`src/rtl/vga_pkg.sv`:
```
// rtl/vga_pkg.sv - 720p raster timing constants, region boundaries and region type
package vga_pkg;

    localparam int H_ACTIVE = 1280;
    localparam int H_FP     = 110;
    localparam int H_SYNC   = 40;
    localparam int H_BP     = 220;
    localparam int V_ACTIVE = 720;
    localparam int V_FP     = 5;
    localparam int V_SYNC   = 5;
    localparam int V_BP     = 20;

    localparam int H_TOTAL = H_ACTIVE + H_FP + H_SYNC + H_BP;
    localparam int V_TOTAL = V_ACTIVE + V_FP + V_SYNC + V_BP;

    localparam int H_FP_START   = H_ACTIVE;
    localparam int H_SYNC_START = H_FP_START + H_FP;
    localparam int H_BP_START   = H_SYNC_START + H_SYNC;
    localparam int V_FP_START   = V_ACTIVE;
    localparam int V_SYNC_START = V_FP_START + V_FP;
    localparam int V_BP_START   = V_SYNC_START + V_SYNC;

    localparam int CNT_W = 11;

    typedef enum logic [1:0] {ACTIVE, FP, SYNC, BP} vga_region_t;

endpackage

```
`src/rtl/vga_timing_gen_if.sv`:
```
// rtl/vga_timing_gen_if.sv - control inputs and raster outputs of the timing generator
interface vga_timing_gen_if;

    logic        enable;
    logic        resync;
    logic [31:0] H_pos;
    logic [31:0] V_pos;
    logic        valid_video;
    logic        hblank;
    logic        vblank;
    logic        line_start;
    logic        frame_start;
    logic [15:0] frame_cnt;

    modport master (
        input  enable, resync,
        output H_pos, V_pos, valid_video, hblank, vblank, line_start, frame_start, frame_cnt
    );

    modport slave (
        output enable, resync,
        input  H_pos, V_pos, valid_video, hblank, vblank, line_start, frame_start, frame_cnt
    );

endinterface

```
`src/rtl/vtg_axis_counter.sv`:
```
// rtl/vtg_axis_counter.sv - one raster axis: position counter plus ACTIVE/FP/SYNC/BP region FSM
module vtg_axis_counter
    import vga_pkg::*;
#(
    parameter int ACTIVE_LEN = H_ACTIVE,
    parameter int FP_LEN     = H_FP,
    parameter int SYNC_LEN   = H_SYNC,
    parameter int BP_LEN     = H_BP
) (
    input  logic             clk,
    input  logic             reset_n,
    input  logic             step,
    input  logic             clear,
    output logic [CNT_W-1:0] count,
    output vga_region_t      region,
    output vga_region_t      region_nxt,
    output logic             wrap
);

    localparam logic [CNT_W-1:0] FP_START   = CNT_W'(ACTIVE_LEN);
    localparam logic [CNT_W-1:0] SYNC_START = CNT_W'(ACTIVE_LEN + FP_LEN);
    localparam logic [CNT_W-1:0] BP_START   = CNT_W'(ACTIVE_LEN + FP_LEN + SYNC_LEN);
    localparam logic [CNT_W-1:0] LAST       = CNT_W'(ACTIVE_LEN + FP_LEN + SYNC_LEN + BP_LEN - 1);

    logic [CNT_W-1:0] count_q, count_d;
    vga_region_t      region_q, region_d;

    always_ff @(posedge clk or negedge reset_n) begin
        if (!reset_n) begin
            count_q  <= '0;
            region_q <= ACTIVE;
        end else begin
            count_q  <= count_d;
            region_q <= region_d;
        end
    end

    // Region changes are decided on the next count so the region flop lines up with the count flop.
    always_comb begin
        count_d  = count_q;
        region_d = region_q;
        wrap     = 1'b0;
        if (clear) begin
            count_d  = '0;
            region_d = ACTIVE;
        end else if (step) begin
            if (count_q == LAST) begin
                count_d = '0;
                wrap    = 1'b1;
            end else begin
                count_d = count_q + 1'b1;
            end
            case (region_q)
                ACTIVE:  if (count_d == FP_START)   region_d = FP;
                FP:      if (count_d == SYNC_START) region_d = SYNC;
                SYNC:    if (count_d == BP_START)   region_d = BP;
                BP:      if (wrap)                  region_d = ACTIVE;
                default: begin
                    region_d = ACTIVE;
                    count_d  = '0;
                end
            endcase
        end
    end

    assign count      = count_q;
    assign region     = region_q;
    assign region_nxt = region_d;

endmodule

```
`src/rtl/vga_timing_gen.sv`:
```
// rtl/vga_timing_gen.sv - 720p raster timing generator top; VTG_FRAME_CNT_EN enables frame_cnt
module vga_timing_gen
    import vga_pkg::*;
#(
    parameter int IMAGE_WIDTH   = H_ACTIVE,
    parameter int HFP_WIDTH     = H_FP,
    parameter int HSYNCH_WIDTH  = H_SYNC,
    parameter int HBP_WIDTH     = H_BP,
    parameter int IMAGE_HEIGHT  = V_ACTIVE,
    parameter int VFP_HEIGHT    = V_FP,
    parameter int VSYNCH_HEIGHT = V_SYNC,
    parameter int VBP_HEIGHT    = V_BP
) (
    input  logic              clk,
    input  logic              reset_n,
    vga_timing_gen_if.master  vif
);

    logic [CNT_W-1:0] h_count, v_count;
    vga_region_t      h_region, v_region, h_region_nxt, v_region_nxt;
    logic             h_wrap, v_wrap;

    logic valid_video_q, valid_video_d;
    logic line_start_q, line_start_d;
    logic frame_start_q, frame_start_d;

    vtg_axis_counter #(
        .ACTIVE_LEN (IMAGE_WIDTH),
        .FP_LEN     (HFP_WIDTH),
        .SYNC_LEN   (HSYNCH_WIDTH),
        .BP_LEN     (HBP_WIDTH)
    ) u_h_axis (
        .clk        (clk),
        .reset_n    (reset_n),
        .step       (vif.enable),
        .clear      (vif.resync),
        .count      (h_count),
        .region     (h_region),
        .region_nxt (h_region_nxt),
        .wrap       (h_wrap)
    );

    // h_wrap is already qualified by enable and suppressed by resync.
    vtg_axis_counter #(
        .ACTIVE_LEN (IMAGE_HEIGHT),
        .FP_LEN     (VFP_HEIGHT),
        .SYNC_LEN   (VSYNCH_HEIGHT),
        .BP_LEN     (VBP_HEIGHT)
    ) u_v_axis (
        .clk        (clk),
        .reset_n    (reset_n),
        .step       (h_wrap),
        .clear      (vif.resync),
        .count      (v_count),
        .region     (v_region),
        .region_nxt (v_region_nxt),
        .wrap       (v_wrap)
    );

    always_comb begin
        line_start_d  = vif.resync | h_wrap;
        frame_start_d = vif.resync | v_wrap;
        valid_video_d = valid_video_q;
        if (vif.resync || vif.enable) begin
            valid_video_d = (h_region_nxt == ACTIVE) && (v_region_nxt == ACTIVE);
        end
    end

    always_ff @(posedge clk or negedge reset_n) begin
        if (!reset_n) begin
            valid_video_q <= 1'b0;
            line_start_q  <= 1'b0;
            frame_start_q <= 1'b0;
        end else begin
            valid_video_q <= valid_video_d;
            line_start_q  <= line_start_d;
            frame_start_q <= frame_start_d;
        end
    end

`ifdef VTG_FRAME_CNT_EN
    logic [15:0] frame_cnt_q, frame_cnt_d;

    always_comb begin
        frame_cnt_d = frame_cnt_q;
        if (v_wrap) frame_cnt_d = frame_cnt_q + 16'd1;
    end

    always_ff @(posedge clk or negedge reset_n) begin
        if (!reset_n) frame_cnt_q <= '0;
        else          frame_cnt_q <= frame_cnt_d;
    end

    assign vif.frame_cnt = frame_cnt_q;
`else
    assign vif.frame_cnt = 16'h0000;
`endif

    assign vif.H_pos       = 32'(h_count);
    assign vif.V_pos       = 32'(v_count);
    assign vif.hblank      = (h_region != ACTIVE);
    assign vif.vblank      = (v_region != ACTIVE);
    assign vif.valid_video = valid_video_q;
    assign vif.line_start  = line_start_q;
    assign vif.frame_start = frame_start_q;

endmodule

```
`src/flat_wrapper.sv`:
```
// flat-port wrapper written by rule: the top's interface ports become plain ports
module vga_timing_gen_flat import vga_pkg::*;
#(
    parameter int IMAGE_WIDTH   = H_ACTIVE,
    parameter int HFP_WIDTH     = H_FP,
    parameter int HSYNCH_WIDTH  = H_SYNC,
    parameter int HBP_WIDTH     = H_BP,
    parameter int IMAGE_HEIGHT  = V_ACTIVE,
    parameter int VFP_HEIGHT    = V_FP,
    parameter int VSYNCH_HEIGHT = V_SYNC,
    parameter int VBP_HEIGHT    = V_BP
)
  (clk, reset_n, vif_enable, vif_resync, vif_H_pos, vif_V_pos, vif_valid_video, vif_hblank, vif_vblank, vif_line_start, vif_frame_start, vif_frame_cnt);
  vga_timing_gen_if vif_i ();
  input  logic clk;
  input  logic reset_n;
  input wire logic [$bits(vif_i.enable)-1:0] vif_enable;
  input wire logic [$bits(vif_i.resync)-1:0] vif_resync;
  output wire logic [$bits(vif_i.H_pos)-1:0] vif_H_pos;
  output wire logic [$bits(vif_i.V_pos)-1:0] vif_V_pos;
  output wire logic [$bits(vif_i.valid_video)-1:0] vif_valid_video;
  output wire logic [$bits(vif_i.hblank)-1:0] vif_hblank;
  output wire logic [$bits(vif_i.vblank)-1:0] vif_vblank;
  output wire logic [$bits(vif_i.line_start)-1:0] vif_line_start;
  output wire logic [$bits(vif_i.frame_start)-1:0] vif_frame_start;
  output wire logic [$bits(vif_i.frame_cnt)-1:0] vif_frame_cnt;
  assign vif_i.enable = vif_enable;
  assign vif_i.resync = vif_resync;
  assign vif_H_pos = vif_i.H_pos;
  assign vif_V_pos = vif_i.V_pos;
  assign vif_valid_video = vif_i.valid_video;
  assign vif_hblank = vif_i.hblank;
  assign vif_vblank = vif_i.vblank;
  assign vif_line_start = vif_i.line_start;
  assign vif_frame_start = vif_i.frame_start;
  assign vif_frame_cnt = vif_i.frame_cnt;
  vga_timing_gen #(.IMAGE_WIDTH(IMAGE_WIDTH), .HFP_WIDTH(HFP_WIDTH), .HSYNCH_WIDTH(HSYNCH_WIDTH), .HBP_WIDTH(HBP_WIDTH), .IMAGE_HEIGHT(IMAGE_HEIGHT), .VFP_HEIGHT(VFP_HEIGHT), .VSYNCH_HEIGHT(VSYNCH_HEIGHT), .VBP_HEIGHT(VBP_HEIGHT)) u_core (.clk(clk), .reset_n(reset_n), .vif(vif_i));
endmodule
```
`config.mk`:
```
export PLATFORM = sky130hd
export DESIGN_NAME = vga_timing_gen_flat
export DESIGN_NICKNAME = d
export VERILOG_FILES = /design/src/rtl/vga_pkg.sv /design/src/rtl/vga_timing_gen_if.sv /design/src/rtl/vtg_axis_counter.sv /design/src/rtl/vga_timing_gen.sv /design/src/flat_wrapper.sv
export SDC_FILE = /design/constraint.sdc
export NUM_CORES = 1
export LEC_CHECK = 0
export ABC_AREA = 1
export BUFFER_PORTS_ARGS = -buffer_cell sky130_fd_sc_hd__buf_4
export CAP_MARGIN = 20
export CORE_MARGIN = 10
export CORE_UTILIZATION = 50
export DETAILED_ROUTE_END_ITERATION = 16
export PLACE_DENSITY = 0.88
export SYNTH_ARGS = -nofsm -noshare
export SYNTH_HDL_FRONTEND = slang
export SYNTH_HIERARCHICAL = 1
export SYNTH_SLANG_ARGS = --single-unit
```
`constraint.sdc`:
```
create_clock -name clk -period 2.25 [get_ports clk]
set_input_delay 0.225 -clock clk [delete_from_list [all_inputs] [get_ports clk]]
set_output_delay 0.225 -clock clk [all_outputs]
set_load 0.05 [all_outputs]
```
==> impl_metrics.toml, run 1 <==
[outcome]
outcome = "completed"

[drt]
drc = 0
dr_total_vias = 2473
routedWlPerCell_um = 13.9
viasPerCell = 5.00
drt-pass1-iter-count = 5
wl_um = 6870
drt_iter0_drc = 197
ant_nets = 0

[floorplan]
num_rows = 26
ioPinCount = 89
die_w_um = 92.0
core_area_mm2 = 0.00507
die_area_mm2 = 0.00846
start_util_pct = 51.1
die-height_um = 92.0

[pwr]
p_leak_nw = 1.47
p_per_area_mw_per_mm2 = 449
vdd_ir_drop_max_mv = 0.274
power.total_w = 0.00131

[placement]
dpl.hpwl_um = 5020
gp_routability_congestion = 0.948
numPortBuffers = 30
postPlaceCellArea_mm2 = 0.00268

[final_layout]
drive_above_1_share_pct = 22.6
layout.nets = 432
syn_to_final_growth_pct = 12.5
final_cell_area_mm2 = 0.00292
layout_common_cells = "71 x nand2_1, 58 x conb_1, 50 x inv_1"
final_common_cell = "nand2_1"
n_antenna_cell = 0

[setup_path]
critPathBufInv = 2
slowest_delay_ns = 0.45
cp_top_family = "simple AND/OR/NAND/NOR gates"
crit_path_end_kind = "flip-flop"
crit_type = "flip-flop to flip-flop"
start_kind = "flip-flop"
cp_cell_sequence = "inv_2 -> ha_2 -> nand2_1 -> nor2_4 -> nand3_4 -> nand3_2 -> nand2_1 -> nand3b_1 -> nand2_1 -> inv_1 -> nand2_1 -> nand2_1 -> a21oi_2 -> nor2_2 -> nand3_2 -> nand2_2"
cp_common_cell = "nand2_1"
cp.arrival_ns = 2.30
cp_slowest_cell = "dfrtp_2"
crit_fanout = 7
cp.required_ns = 2.43

[timing]
fin_crit_sh_pct = 94.3
slew_viol_final = 0
finClkSkew_ns = 0.00931
setup_viol_count_final = 0
fmax_mhz = 471
min_period_ns = 2.12
finalHoldViolations = 0

[synth]
synth_top_cell_by_area = "dfrtp_1"
synth_area_mm2 = 0.00259
syn_inst = 380
yosysSeqAreaShare_pct = 28.0
synth_area_leaders = "dfrtp_1 28%, buf_4 17%, nand2_1 10%"
synth_seq_cells = 29
synth_edf_count = 0
ys_types = 29
synthArstFlopShare_pct = 100
ys.flop_type = "dfrtp_1"
yosysWarnings = 6
synth_top_area_share_pct = 28.0
avgSynthCellArea_um2 = 6.82

[clock_tree]
htreeDepth = 2
numCtsBuffers = 5
cts_tree = "done"
clk_path_buf_depth = 2
clk_pin_slew_ns = 0.06
cts-root-buf = "clkbuf_8"
worstSkewPairLatency_ns = 0.28
cts.sinks = 29

[hold_path]
worstHoldPathType = "input pin to flip-flop"

[global_route]
busiest_layer = "met2"
grt_util_all_layers_pct = 15.1
antenna_found_initial = 0
gr-usage-met3_pct = 5.95
met2_usage_pct = 25.9
grt_pass1_vias = 2374
grt_pass1_wl_um = 10900
overflow = 0
grtUsageMet1_pct = 16.7
grt_max_degree = 30

[run]
drv_cap = 0
## sequential cells by signal (all words and copies together), names as in the netlist
name                    flops
u_core/u_h_axis/count      11
u_core/u_h_axis/region      2
u_core/u_v_axis/count      11
u_core/u_v_axis/region      2
u_core/vif.frame_start      1
u_core/vif.line_start       1
u_core/vif.valid_video      1
## cells in the mapped netlist, drive strengths merged (2+ instances only)
cell / n
a21oi: 4
buf: 61
clkbuf: 3
dfrtp: 29
ha: 4
inv: 54
nand2: 83
nand3: 42
nand3b: 2
nand4: 5
nor2: 48
nor3: 3
o21ai: 12
o21bai: 2
o22ai: 20
or2: 5
## stage by stage
| step | setup TNS (ns) | hold WS (ns) | std cells | setup WS (ns) | utilization (%) |
|---|---|---|---|---|---|
| 2_1_floorplan | 0 | -0.0706 | 437 | 0.0602 | - |
| 4_1_cts | 0 | 0.213 | 487 | 0.0195 | 54.7 |
| 5_1_grt | -0.0303 | 0.233 | 495 | -0.0303 | 57.5 |
| 3_5_place_dp | 0 | 0.182 | 478 | 0.0310 | 52.8 |
| 3_3_place_gp | 0 | 0.174 | 478 | 0.0641 | 52.8 |
| 6_report | 0 | 0.217 | 495 | 0.127 | 57.5 |
## layer usage
metal	vias up	part of all wire, %
met2	133	50
met5	-	0
met3	12	9.4
met1	1150	40
li1	1178	-
met4	0	1.3
## final timing paths
| path | startpoint | endpoint | slack (ns) | cells past startpoint |
|---|---|---|---|---|
| worst max-delay path | u_core/u_h_axis/count[1] | u_core/vif.valid_video | 0.13 | 16 |
| worst min-delay path | vif_resync | u_core/vif.line_start | 0.22 | 2 |
| worst max register to register | u_core/u_h_axis/count[1] | u_core/vif.valid_video | 0.13 | 16 |
| worst min register to register | u_core/vif.valid_video | u_core/vif.valid_video | 0.54 | 2 |
| max in group asynchronous | reset_n | u_core/u_h_axis/count[0] | 1.54 | 2 |
| min in group asynchronous | reset_n | u_core/u_v_axis/count[4] | 0.40 | 2 |
## power by group
part	internal (W)	switching (W)	leakage [nW]	total, W
combinational	0.0000363	0.000286	1.03	0.000322
sequential	0.000528	0.00000810	0.391	0.000536
clock	0.000249	0.000203	0.0455	0.000452
total	0.000814	0.000496	1.47	0.00131
## cell type report
type	count	area [um2]
clock buffer	8	90.1
fill	485	2160
inverter	54	203
multi-input combinational	290	1480
sequential	29	729
tap	70	87.6
timing repair buffer	44	333
## cells by family after synthesis
kind of cell             share of synthesized area (%)
AO/OA/AOI/OAI                                     8.93
adder cells (fa/ha/maj)                           1.93
buffers and inverters                             26.4
flip-flops                                        28.0
other                                            0.145
AND/OR/NAND/NOR                                   34.7
## timing repair
| item | 4_1_cts | 5_1_grt |
|---|---|---|
| setup endpoints to repair | 0 | 14 |
| resized for setup | 0 | 23 |
| setup buffers | 0 | 8 |
| endpoints found under the hold margin | 29 | 0 |
| hold buffers | 1 | 0 |
No activity file was read; power rests on OpenSTA's default activity.
==> run 2: changes to the inputs <==
==> constraint.sdc (replaced) <==
create_clock -name clk -period 2.25 [get_ports clk]
set_input_delay 0.45 -clock clk [delete_from_list [all_inputs] [get_ports clk]]
set_output_delay 0.45 -clock clk [all_outputs]
set_load 0.05 [all_outputs]
==> run 2 against run 1 <==
Effect of this change:
- critical path depth increased by 1
- utilization decreased by 0.52 points
- highest routed layer unchanged
- hold slack worse by 0.13 ns
- die area is the same
- via count rose by 0.81%
- final area fell by 0.90%
- worst setup slack worse by 0.031 ns
- clock-buffer cell count down 1
- critical path type unchanged
- largest cell class unchanged
- sequential power about the same
- sequential share of layout area grew 0.14 points
==> impl_metrics.toml, run 2 (synthesis gave the netlist of run 1 again) <==
[clock_tree]
clk_path_buf_depth = 2
cts.sinks = 29
worstSkewPairLatency_ns = 0.28
numCtsBuffers = 5
cts_tree = "done"
cts-root-buf = "clkbuf_8"
clk_pin_slew_ns = 0.07
htreeDepth = 2

[timing]
finClkSkew_ns = 0.00999
fin_crit_sh_pct = 95.7
fmax_mhz = 464
setup_viol_count_final = 0
finalHoldViolations = 0
min_period_ns = 2.15
slew_viol_final = 0
fin_ws_ns = 0.0964
setup-tns-final_ns = 0

[final_layout]
n_antenna_cell = 0
drive_above_1_share_pct = 21.6
final_util_pct = 57.0
layout.nets = 430
syn_to_final_growth_pct = 11.5
layout_common_cells = "71 x nand2_1, 58 x conb_1, 51 x inv_1"
final_cell_area_mm2 = 0.00289
fillCellCount = 505
final_common_cell = "nand2_1"

[placement]
dp_slack_ns = 0.0250
postPlaceCellArea_mm2 = 0.00269
numPortBuffers = 30
dpl.hpwl_um = 5040
gp_routability_congestion = 0.961

[setup_path]
cp.required_ns = 2.42
cp_common_cell = "nand2_1"
cp_top_family = "simple AND/OR/NAND/NOR gates"
cp_cell_sequence = "inv_2 -> ha_2 -> nand2_1 -> nor2_4 -> inv_2 -> nor2_4 -> inv_1 -> nand3_2 -> nor2_2 -> nand3_1 -> nand2_1 -> nand2_1 -> nand2_1 -> a21oi_2 -> nor2_2 -> nand3_2 -> nand2_2"
start_kind = "flip-flop"
r2r_slack_ns = 0.1
crit_fanout = 4
slowest_delay_ns = 0.44
r2r_end = "u_core/vif.valid_video"
path_depth = 17
rr_worst_depth = 17
cp.arrival_ns = 2.32
crit_path_end_kind = "flip-flop"
critPathBufInv = 3
cp_slowest_cell = "dfrtp_1"
crit_type = "flip-flop to flip-flop"
regToRegStartpoint = "u_core/u_h_axis/count[1]"

[drt]
viasPerCell = 5.07
drc = 0
drt-pass1-iter-count = 5
ant_nets = 0
routedWlPerCell_um = 14.1
dr_total_vias = 2493
wl_um = 6960
drt_iter0_drc = 196

[global_route]
busiest_layer = "met2"
grt_pass1_vias = 2320
grtUsageMet1_pct = 16.0
grt_max_degree = 30
overflow = 0
antenna_found_initial = 0
grt_util_all_layers_pct = 14.4
met2_usage_pct = 23.9
gr-usage-met3_pct = 5.79
grt_pass1_wl_um = 10400

[floorplan]
die_w_um = 92.0
start_util_pct = 51.1
die-height_um = 92.0
ioPinCount = 89
core_area_mm2 = 0.00507
num_rows = 26
die_area_mm2 = 0.00846

[outcome]
outcome = "completed"

[pwr]
vdd_ir_drop_max_mv = 0.233
p_per_area_mw_per_mm2 = 449
p_leak_nw = 1.46

[hold_path]
worstHoldPathType = "input pin to async pin"

[run]
drv_cap = 0
[run 2: worst reg2reg max path, cell delays in order (launching register included)]
cell     delay, ns
dfrtp_1       0.44
inv_2         0.09
ha_2          0.18
nand2_1       0.09
nor2_4        0.14
inv_2         0.06
nor2_4        0.12
inv_1         0.11
nand3_2       0.12
nor2_2        0.06
nand3_1       0.06
nand2_1       0.07
nand2_1       0.06
nand2_1       0.06
a21oi_2       0.20
nor2_2        0.06
nand3_2       0.07
nand2_2       0.04
[run 2: repair_timing]
| item | 4_1_cts | 5_1_grt |
|---|---|---|
| setup buffers | 0 | 6 |
| hold buffers | 0 | 0 |
| pin swaps | 0 | 4 |
| setup endpoints to repair | 1 | 10 |
| resized for setup | 1 | 17 |
| cloned | 0 | 0 |
[run 2: power breakdown]
group | switching [W] | internal [W]
clock network | 0.000199 | 0.000242
registers | 0.00000807 | 0.000528
logic | 0.000287 | 0.0000345
total | 0.000495 | 0.000805
[run 2: how the worst max path moves through the flow]
stage	startpoint	end	slack, ns
floorplan	u_core/u_h_axis/count[1]	u_core/vif.valid_video	0.06
global placement	u_core/u_h_axis/count[1]	u_core/vif.valid_video	0.07
detailed placement	u_core/u_h_axis/count[1]	u_core/vif.valid_video	0.02
CTS	u_core/u_h_axis/count[1]	u_core/vif.valid_video	0.03
global route	u_core/u_h_axis/count[1]	u_core/vif.valid_video	-0.07
finish	u_core/u_h_axis/count[1]	u_core/vif.valid_video	0.1
[run 2: per-stage QoR]
step           total power [W]  instances  hold slack (ns)
2_1_floorplan         0.000889        437            0.154
3_3_place_gp          0.000847        479            0.400
3_5_place_dp          0.000849        479            0.409
4_1_cts                0.00129        486            0.102
5_1_grt                0.00135        492            0.112
6_report               0.00130        492           0.0884
[run 2: metal layers]
layer	routed length, um	vias to the layer above
li1	-	1181
met1	2640	1167
met5	0	-
met3	682	11
met4	106	0
met2	3530	134
[run 2: cell type report]
cell class / instances / area (um2) / area share, %
inverter: 54 / 203 / 7.01
sequential: 29 / 727 / 25.1
multi-input combinational: 290 / 1470 / 50.9
tap: 70 / 87.6 / 3.03
clock buffer: 7 / 86.3 / 2.99
timing repair buffer: 42 / 315 / 10.9
==> run 3: changes to the inputs <==
--- a/config.mk
+++ b/config.mk
@@ -5,13 +5,12 @@
 export SDC_FILE = /design/constraint.sdc
 export NUM_CORES = 1
 export LEC_CHECK = 0
-export ABC_AREA = 1
 export BUFFER_PORTS_ARGS = -buffer_cell sky130_fd_sc_hd__buf_4
 export CAP_MARGIN = 20
 export CORE_MARGIN = 10
 export CORE_UTILIZATION = 50
 export DETAILED_ROUTE_END_ITERATION = 16
-export PLACE_DENSITY = 0.88
+export PLACE_DENSITY = 0.87
 export SYNTH_ARGS = -nofsm -noshare
 export SYNTH_HDL_FRONTEND = slang
 export SYNTH_HIERARCHICAL = 1
==> run 3 against run 2 <==
Effect of this change:
- the run now ends with negative setup slack left
- clock-buffer cell count did not move
- utilization rose by 5.3 points
- wire length rose by 1.4%
- combinational power fell by 4%
- final area rose by 11%
- clock skew fell by 0.0046 ns
- synthesized area rose by 3.2%
- power rose by 1.6%
- final cell count fell by 6.7%
- critical endpoint unchanged
==> impl_metrics.toml, run 3 <==
[placement]
numPortBuffers = 30
dpl.hpwl_um = 4990
gp_routability_congestion = 0.869
postPlaceCellArea_mm2 = 0.00295

[drt]
drt_iter0_drc = 112
viasPerCell = 5.29
routedWlPerCell_um = 15.4
dr_total_vias = 2428
ant_nets = 0
wl_um = 7060
drt-pass1-iter-count = 5
drc = 0

[pwr]
vdd_ir_drop_max_mv = 0.429
p_leak_nw = 1.44
pwr-share-comb_pct = 23.5
p_clk_share_pct = 36.4
pwr-share-seq_pct = 40.1
switchingPower_w = 0.000486
swShare_pct = 36.8
intPower_w = 0.000834
p_per_area_mw_per_mm2 = 413

[timing]
finClkSkew_ns = 0.00542
fmax_mhz = 371
min_period_ns = 2.70
fin_ws_ns = -0.446
setup_viol_count_final = 4
hold_ws_ns = 0.0830
slew_viol_final = 0
finalHoldViolations = 0
setup-tns-final_ns = -0.855
fin_crit_sh_pct = 120
rsz0062_at_grt = "yes"

[synth]
yosysSeqAreaShare_pct = 27.1
syn_inst = 321
synth_top_area_share_pct = 27.1
synth_top_cell_by_area = "dfrtp_1"
synth_area_leaders = "dfrtp_1 27%, buf_4 18%, nor2_1 4.3%"
ys_types = 64
synth_common_cells = "65 x buf_4, 31 x nor2_1, 29 x dfrtp_1"
yosysMostFrequentCell = "buf_4"
avgSynthCellArea_um2 = 8.33
synth_seq_cells = 29
ys.flop_type = "dfrtp_1"
yosysWarnings = 6
synth_area_mm2 = 0.00268
synth_edf_count = 0
synthArstFlopShare_pct = 100

[setup_path]
r2r_slack_ns = -0.45
slowest_delay_ns = 0.44
regToRegStartpoint = "u_core/u_h_axis/count[1]"
cp.required_ns = 2.41
rr_worst_depth = 11
cp_slowest_cell = "or4_4"
crit_fanout = 2
crit_path_start = "u_core/u_h_axis/count[1]"
cp_top_family = "simple AND/OR/NAND/NOR gates"
cp.arrival_ns = 2.86
r2r_end = "u_core/vif.valid_video"
crit_path_end_kind = "flip-flop"
critPathBufInv = 1
cp_cell_sequence = "inv_2 -> ha_4 -> nand4b_1 -> nor4_4 -> and3b_2 -> nand2_2 -> or4_4 -> or4_4 -> o21ai_2 -> nor4_1 -> mux2_1"
cp_common_cell = "or4_4"
crit_type = "flip-flop to flip-flop"
start_kind = "flip-flop"

[final_layout]
final_common_cell = "buf_4"
layout.nets = 396
multi_input_area_mm2 = 0.00162
n_antenna_cell = 0
final_cell_area_mm2 = 0.00320
syn_to_final_growth_pct = 19.6
layout_common_cells = "73 x buf_4, 58 x conb_1, 30 x nor2_1"
drive_above_1_share_pct = 31.4
seq_area_um2 = 737
fillCellCount = 491

[clock_tree]
cts-root-buf = "clkbuf_8"
worstSkewPairLatency_ns = 0.28
clk_pin_slew_ns = 0.06
cts.sinks = 29
clk_path_buf_depth = 2
cts_tree = "done"
htreeDepth = 2
numCtsBuffers = 5

[global_route]
grt_util_all_layers_pct = 15.9
overflow = 0
grt_pass1_wl_um = 11500
grt_pass1_vias = 2380
antenna_found_initial = 0
grt_max_degree = 34

[floorplan]
die_w_um = 93.1
num_rows = 26
core_area_mm2 = 0.00514
die_area_mm2 = 0.00868
die-height_um = 93.1
start_util_pct = 52.0
ioPinCount = 89

[hold_path]
worstHoldPathType = "input pin to async pin"

[outcome]
violations = "negative setup slack"
outcome = "finished with violations"

[run]
drv_cap = 0
==> run 3: cell types whose count changed after synthesis, moves of 9 or more <==
| cell | before | now |
|---|---|---|
| nand2_2 | 9 | 0 |
| o22ai_1 | 20 | 1 |
| nand3_1 | 38 | 7 |
| nand2_1 | 72 | 24 |
| inv_1 | 53 | 6 |
| nor3_1 | 3 | 12 |
| a21oi_1 | 3 | 15 |
| nor2_2 | 10 | 0 |
==> run 3: kinds of logic (layout without fill, tap and decap cells) <==
family,count (synthesis),count (layout),synth area share (%)
flops,29,29,27.1
fa+ha+maj,4,4,1.87
other cells,1,58,0.140
mux,5,5,2.01
xor+xnor,11,11,3.60
simple gates,136,136,30.3
compound gates,52,52,13.3
buf+inv,83,94,21.7
==> run 3: how the worst max path moves through the flow <==
stage / to / slack, ns / depth (start not counted)
floorplan: u_core/vif.valid_video / -1.04 / 13
global placement: u_core/vif.valid_video / -0.47 / 11
detailed placement: u_core/vif.valid_video / -0.58 / 11
CTS: u_core/vif.valid_video / -0.44 / 11
global route: u_core/vif.valid_video / -0.60 / 11
finish: u_core/vif.valid_video / -0.45 / 11
==> run 3: repair_timing <==
action / CTS / global route
pin swaps: 5 / 2
hold buffers: 0 / 0
gates resized for setup: 11 / 7
endpoints found under the setup margin: 4 / 9
setup buffers: 12 / 5
==> run 3: cell type report <==
cell class | instances | share of cell area [%]
multi-input combinational | 266 | 50.8
tap | 70 | 2.74
inverter | 6 | 0.704
timing repair buffer | 80 | 19.6
sequential | 29 | 23.0
clock buffer | 7 | 3.01
clock inverter | 1 | 0.156
==> run 3: power by group through the flow <==
stage	Sequential [W]	Combinational (W)	Clock [W]
after CTS	0.000530	0.000306	0.000499
after global routing	0.000530	0.000325	0.000521
after floorplan	0.000560	0.000317	0
after global placement	0.000538	0.000300	0
final	0.000530	0.000310	0.000480
after detailed placement	0.000539	0.000301	0
==> run 3: per-stage QoR <==
stage | power, W | utilization, % | instances | worst slack [ns]
after floorplan | 0.000878 | - | 378 | -1.04
after global placement | 0.000838 | 57.4 | 440 | -0.474
after detailed placement | 0.000840 | 57.4 | 440 | -0.581
after CTS | 0.00133 | 62.0 | 460 | -0.440
after global routing | 0.00138 | 62.2 | 459 | -0.600
final | 0.00132 | 62.2 | 459 | -0.446
==> run 3: layer usage <==
| layer | global-route usage, % | vias to the layer above | part of all wire, % |
|---|---|---|---|
| met5 | 0 | - | 0 |
| met4 | 4.88 | 0 | 1.5 |
| met3 | 4.96 | 14 | 7.0 |
| met2 | 27.7 | 109 | 53 |
| met1 | 18.0 | 1162 | 38 |
| li1 | - | 1143 | - |
